File: config.mk
export PLATFORM = sky130hd
export DESIGN_NAME = apb_rr_arbiter
export DESIGN_NICKNAME = d
export VERILOG_FILES = /design/src/rtl/apb_rr_arbiter.sv
export SDC_FILE = /design/constraint.sdc
export NUM_CORES = 1
export LEC_CHECK = 0
export CELL_PAD_IN_SITES_DETAIL_PLACEMENT = 1
export CELL_PAD_IN_SITES_GLOBAL_PLACEMENT = 1
export CORE_MARGIN = 8
export CORE_UTILIZATION = 31
export CTS_CLUSTER_DIAMETER = 50
export DETAILED_ROUTE_END_ITERATION = 8
export PLACE_DENSITY_LB_ADDON = 0.12
export SKIP_LAST_GASP = 1
export SYNTH_ARGS = -nofsm -noshare
export SYNTH_HDL_FRONTEND = slang
export SYNTH_SLANG_ARGS = --single-unit
File: constraint.sdc
create_clock -name pclk -period 2 [get_ports pclk]
set_clock_uncertainty 0.2 [all_clocks]
set_input_delay 0.2 -clock pclk [delete_from_list [all_inputs] [get_ports pclk]]
set_output_delay 0.2 -clock pclk [all_outputs]
set_load 0.03 [all_outputs]
File: src/rtl/apb_rr_arbiter.sv
`default_nettype none
// ============================================================================
// Module   : apb_rr_arbiter
// Brief    : Two-requester round-robin arbiter driving a single APB master
//            port, with optional ACCESS-phase timeout abort.
// Revision : 1.0  initial release
// ============================================================================
module apb_rr_arbiter #(
    parameter int TIMEOUT = 16,
    parameter int ADDR_W  = 8,
    parameter int DATA_W  = 8
) (
    input  logic              pclk,
    input  logic              preset,
    input  logic [1:0]        req,
    input  logic [1:0]        wr_req,
    input  logic [ADDR_W-1:0] addr_req0,
    input  logic [ADDR_W-1:0] addr_req1,
    input  logic [DATA_W-1:0] data_send0,
    input  logic [DATA_W-1:0] data_send1,
    output logic [DATA_W-1:0] data_reciv,
    output logic [1:0]        ack,
    output logic [1:0]        err,
    output logic [1:0]        grant,
    output logic [ADDR_W-1:0] paddr,
    output logic              pwrite,
    output logic              psel,
    output logic              penable,
    output logic [DATA_W-1:0] pwdata,
    input  logic [DATA_W-1:0] prdata,
    input  logic              pready
);

    // Counter only ever has to hold TIMEOUT-1; the abort fires on that value.
    localparam int CNT_W = (TIMEOUT > 1) ? $clog2(TIMEOUT) : 1;
    localparam logic [CNT_W-1:0] c_CNT_LAST = CNT_W'((TIMEOUT > 0) ? TIMEOUT - 1 : 0);

    typedef enum logic [1:0] {
        S_IDLE   = 2'd0,
        S_SETUP  = 2'd1,
        S_ACCESS = 2'd2
    } state_t;

    state_t           r_state;
    logic             r_ptr;
    logic [CNT_W-1:0] r_cnt;

    logic w_pick1;
    logic w_timeout;

    // r_ptr = 1 means requester 1 currently holds priority.
    assign w_pick1   = req[1] & (~req[0] | r_ptr);
    assign w_timeout = (TIMEOUT != 0) && (r_cnt == c_CNT_LAST);

    always_ff @(posedge pclk) begin
        if (preset) begin
            r_state    <= S_IDLE;
            r_ptr      <= 1'b0;
            r_cnt      <= '0;
            psel       <= 1'b0;
            penable    <= 1'b0;
            pwrite     <= 1'b0;
            paddr      <= '0;
            pwdata     <= '0;
            data_reciv <= '0;
            ack        <= 2'b00;
            err        <= 2'b00;
            grant      <= 2'b00;
        end else begin
            ack <= 2'b00;
            err <= 2'b00;
            case (r_state)
                S_IDLE: begin
                    if (req != 2'b00) begin
                        grant   <= w_pick1 ? 2'b10 : 2'b01;
                        r_ptr   <= ~w_pick1;
                        pwrite  <= w_pick1 ? wr_req[1]  : wr_req[0];
                        paddr   <= w_pick1 ? addr_req1  : addr_req0;
                        pwdata  <= w_pick1 ? data_send1 : data_send0;
                        psel    <= 1'b1;
                        r_state <= S_SETUP;
                    end
                end
                S_SETUP: begin
                    penable <= 1'b1;
                    r_cnt   <= '0;
                    r_state <= S_ACCESS;
                end
                S_ACCESS: begin
                    if (pready) begin
                        if (!pwrite) begin
                            data_reciv <= prdata;
                        end
                        ack     <= grant;
                        grant   <= 2'b00;
                        psel    <= 1'b0;
                        penable <= 1'b0;
                        r_state <= S_IDLE;
                    end else if (w_timeout) begin
                        ack     <= grant;
                        err     <= grant;
                        grant   <= 2'b00;
                        psel    <= 1'b0;
                        penable <= 1'b0;
                        r_state <= S_IDLE;
                    end else begin
                        r_cnt <= r_cnt + CNT_W'(1);
                    end
                end
                default: begin
                    r_state <= S_IDLE;
                end
            endcase
        end
    end

endmodule
`default_nettype wire

# [Word level (Yosys, flattened, before mapping)]
# Cells that the tools add are included.
# W data, S select, Z words.
[totals] regBits=40 input_bits=47 out_inout_bits=33
[classes] n_mux=20 add_sub_neg=1 eq_ne=7 n_bitwise=6 n_reduce_logical=12
[ops] operator="$mux W8" n=2
[ops] operator="$mux W2" n=7
[ops] operator="$reduce_and A3 Y1" n=3
[ops] operator="$mux W4" n=2
[ops] operator="$pmux W4 S2" n=1
[ops] operator="$ne A2 B2 Y1 const B" n=3
[ops] operator="$pmux W2 S3" n=1
[ops] operator="$reduce_and A2 Y1" n=3
[ops] operator="$reduce_bool A2 Y1" n=3
[ops] operator="$add A4 B1 Y4 const B" n=1
[ops] operator="$eq A4 B4 Y1 const B" n=1
[ops] operator="$mux W1" n=4
[ops] operator="$not A1 Y1" n=4
[ops] operator="$pmux W1 S2" n=2
[ops] operator="$pmux W2 S2" n=1
[ops] operator="$ne A3 B3 Y1 const B" n=1
[ops] operator="$reduce_or A3 Y1" n=1
[ops] operator="$eq A2 B1 Y1 const B" n=1
[ops] operator="$eq A2 B2 Y1 const B" n=1
[ops] operator="$logic_not A2 Y1" n=1
[ops] operator="$reduce_or A2 Y1" n=1
[ops] operator="$and A1 B1 Y1" n=1
[ops] operator="$or A1 B1 Y1" n=1

# [Depth between registers and ports, before layout]
[depth] ltp_word=6 depth_mapped=7

# [Worst setup path after synthesis]
# OpenSTA, ideal clock, no wires.
[synth_path] kind="register to register" from="reg r_state[1]" to="reg r_cnt[0]" arrival_time_ps=1356 path_slack_ps=315 setup_ps=130 stages_incl_launch_ff=6 t_required_ps=1670 period_less_slack_ps=1685 path_cell_list="dfxtp_1 -> inv_1 -> ha_1 -> a21boi_1 -> a21boi_0 -> o32ai_1"
[synth_between] elab_chain_cells=3
[synth_rtl] element="from (decl)" line_no="44" rtl="state_t r_state;"
[synth_rtl] element="from (signal assigned)" line_no="57" rtl="r_state <= S_IDLE;"
[synth_rtl] element="from (signal assigned)" line_no="81" rtl="r_state <= S_SETUP;"
[synth_rtl] element="from (signal assigned)" line_no="87" rtl="r_state <= S_ACCESS;"
[synth_rtl] element="$eq A2 B2 Y1 or $eq A2 B1 Y1 (tied branches)" line_no="72" rtl="case (r_state)"
[synth_rtl] element="$ne A2 B2 Y1 (no source line) or $reduce_bool A2 Y1 (tied branches)"
[synth_rtl] element="$reduce_and A3 Y1 (no source line)"
[synth_rtl] element="to (signal assigned)" line_no="107" rtl="r_cnt <= r_cnt + CNT_W'(1);"
[synth_rtl] element="to (decl)" line_no="46" rtl="logic [CNT_W-1:0] r_cnt;"
# Several ways; a longest one is shown, not always the timed one.
# A chain may end at the register's enable or synchronous reset.

# [Worst setup path in the final report]
[layout_path] from="reg r_state[0]" to="reg grant[1]"
[layout_between] elab_chain_cells=3
[layout_rtl] element="$eq A2 B2 Y1 or $logic_not A2 Y1 (tied branches)" line_no="72"
[layout_rtl] element="$ne A3 B3 Y1 (no source line), or another cell as far along"
[layout_rtl] element="$reduce_and A3 Y1 (no source line)"
[layout_rtl] element="to (signal assigned)" line_no="75" rtl="grant <= w_pick1 ? 2'b10 : 2'b01;"
[layout_rtl] element="to (decl)" line_no="24" rtl="output logic [1:0] grant,"
# Several ways; a longest one is shown, not always the timed one.

==> summary.md <==
| Metric | Value |
|---|---|
| Number of synthesized register bits | 40 |
| Setup crit end kind | register |
| DR vias | 1784 |
| Status | finished clean |
| Fmax | 0.561 GHz |
| VDD IR-drop max | 0.371 mV |
| Starting Density | 0.323 |
| Largest net degree at the start of global routing | 42 |
| Final Setup Violations | 0 |
| Mean Syn Cell Area | 9.38 um^2 |
| Worst Setup Slack, final | 217 ps |
| CP cell instances | inv_1 > ha_1 > and2b_4 > a211oi_4 > mux2i_1 |
| Die area | 9020 um^2 |
| Critical path's slowest cell | dfxtp_1 |
| Nets | 335 |
| Crit path launch type | register |
| PD cells | 967 nW/um^2 |
| Remaining DRCs | 0 |
| Top-area cell type share of the netlist area | 0.414 |
| Final setup TNS | 0 ps |
| Sequential area share after synthesis | 0.414 |
| CTS tree | built |
| CP max FO | 9 |
| Slew Limit Fails | 0 |
| GR Util met3 | 0.0492 |
| Post-route antenna net violation count | 0 |
| Die width | 95.0 um |
| R2r endpoint | grant[1] |
| Leak | 1.10 nW |
| NetSw | 0.943 mW |
| Violation count after the first detailed-route iteration | 48 |
| Cells after synthesis | 206 |
| Initial antenna violation count | 0 |
| Reg power frac | 0.353 |
| Worst hold stages | 1 |
| Library cells used by synthesis | 30 |
| Area grow syn2layout | 49.5% |
| Slew margin rel. | 0.709 |
| Root Driver | clkbuf_8 |
| Vias in the first global route | 1895 |
| Clock power frac | 0.258 |
| H-tree level count | 2 |
| HP Class | register to register |
| Die Y | 95.0 um |
| Top delay family on crit path | flip-flops |
| Reg-to-reg startpoint | r_state[0] |
| Share of layout cells above drive strength 1 | 0.0777 |
| Arrival time worst endpoint | 1810 ps |
| Synth area leader | dfxtp_1 |
| RSZ-0062 raised after global routing | false |
| First-pass DRT Iterations | 4 |
| Final critical-path share of the clock period | 0.892 |
| Maxcap violations | 0 |
| Worst-Margin Slew | 437 ps |
| Ranking of synthesized cells by area | dfxtp_1 (41%), nand3b_1 (7.8%), mux2i_1 (7.2%) |
| Net Count, Synth | 259 |
| FP Rows | 28 |
| GR Util All Layers | 0.131 |
| Post-CTS Resized | 0 |
| GR peak layer | met2 |
| Async SR Flop Fraction | 0 |
| Synth Warn # | 0 |
| Number of synthesized flops with an enable pin | 0 |
| Tot Pwr | 2.80 mW |
| CTS Hold Bufs | 0 |
| HPWL Detailed | 4240 um |
| Core ar. | 5990 um^2 |
| CP Buf/Inv Count | 1 |
| First-pass GRT wire length | 9310 um |
| List of most frequent post-synthesis cells | dfxtp_1 (40), nor2_1 (33), nand3b_1 (20) |
| Sink Count | 40 |
| Ant diodes | 0 |
| Drt wl/cell | 16.1 um |
| Top FF cell, synth | dfxtp_1 |
| Min cycle time layout | 1780 ps |
| Global route overflow | 0 |
| Comb pwr share | 0.389 |
| WHS Endpoint | r_ptr |
| Via density | 4.98 |
| Buffers on Ports | 79 |
| Met2 Use GR | 0.226 |
| Post-place setup slack | 154 ps |
| P_int | 1.85 mW |
| CTS Buf Count | 5 |
| CTS Buffer Depth | 2 |
| Critical Path RT | 2030 ps |
| Worst skew pair latency | 300 ps |
| Most numerous cell in the Yosys netlist | dfxtp_1 |
| Critical Setup Path Class | register to register |
| Postcts setup bufs | 0 |
| Crit-path max cell delay | 360 ps |
| GR Util met1 | 0.146 |
| Min-delay src | r_ptr |
| Detailed Route WL | 5760 um |
| I/O Pins | 80 |
| Synthesized cell area | 1930 um^2 |
| Gpl congestion | 0.686 |
| Fill cells | 708 |
| Final hold vios | 0 |
| Sw Share | 0.337 |
| R2R depth | 5 |
| R2R Setup Slk | 220 ps |
| Clock transition at the registers of the reported paths | 80 ps |
## per-layer routing
metal	up-vias	wire [um]	share of wire
li1	886	-	-
met1	847	2440	0.42
met2	45	2870	0.50
met3	6	396	0.069
met4	0	45	0.0078
met5	-	0	0
## through the flow
step | hold slack, ps | cell area (um^2) | instances | util
2_1_floorplan | 144 | 1930 | 206 | -
3_3_place_gp | 267 | 2760 | 350 | 0.461
3_5_place_dp | 272 | 2760 | 350 | 0.461
4_1_cts | 286 | 2890 | 358 | 0.482
5_1_grt | 299 | 2890 | 358 | 0.482
6_report | 283 | 2890 | 358 | 0.482
## worst max path at each step
stage               cells past startpoint  startpoint   endpoint
finish                                  5  r_state[0]   grant[1]
global route                            6  r_state[1]     pwrite
CTS                                     5  r_state[0]   grant[1]
detailed placement                      4      req[0]  pwdata[5]
global placement                        4      req[0]  pwdata[7]
floorplan                               5  r_state[1]   r_cnt[0]
## state kept, by name, summed over array words and instances (netlist names)
register / flops
ack: 2
err: 2
paddr: 8
data_reciv: 8
penable: 1
r_ptr: 1
psel: 1
grant: 2
pwrite: 1
r_state: 2
r_cnt: 4
pwdata: 8
## cell families (layout without fill, tap and decap cells)
logic type      count (synthesis)  in the layout  share of synthesized area
fa+ha+maj                       6              6                     0.0388
simple gates                   72             72                      0.206
buf+inv                        22             99                     0.0693
mux                            14             14                     0.0725
compound gates                 52             52                      0.199
flops                          40             40                      0.414
## layout by cell type (no fill, tap or decap), drive strengths merged, types with 7 or more instances in the layout
cell	synthesis	final
clkdlybuf4s50	0	79
mux2i	14	14
nor2	33	33
nand2b	8	8
o21ai	20	20
a311oi	18	18
clkbuf	3	7
dfxtp	40	40
nand3b	20	20
## final cells by class
cell class              instances  area (um^2)  share of cell area
flip-flops and latches         40          801               0.277
inverters                       6         22.5             0.00779
clock inverters                 1         30.0              0.0104
clock buffers                   7         96.3              0.0333
repair buffers                 85          848               0.294
multi-input cells             144          998               0.345
well taps                      75         93.8              0.0325
## power by group through the flow
stage	Combinational (mW)	Clock, mW	Sequential (mW)
CTS	1.11	0.737	0.989
finish	1.09	0.721	0.987
floorplan	0.478	0	1.21
global route	1.18	0.783	1.00
detailed placement	1.10	0	1.00
global placement	1.09	0	1.00
Note: power is estimated with default switching activity, not from simulation.
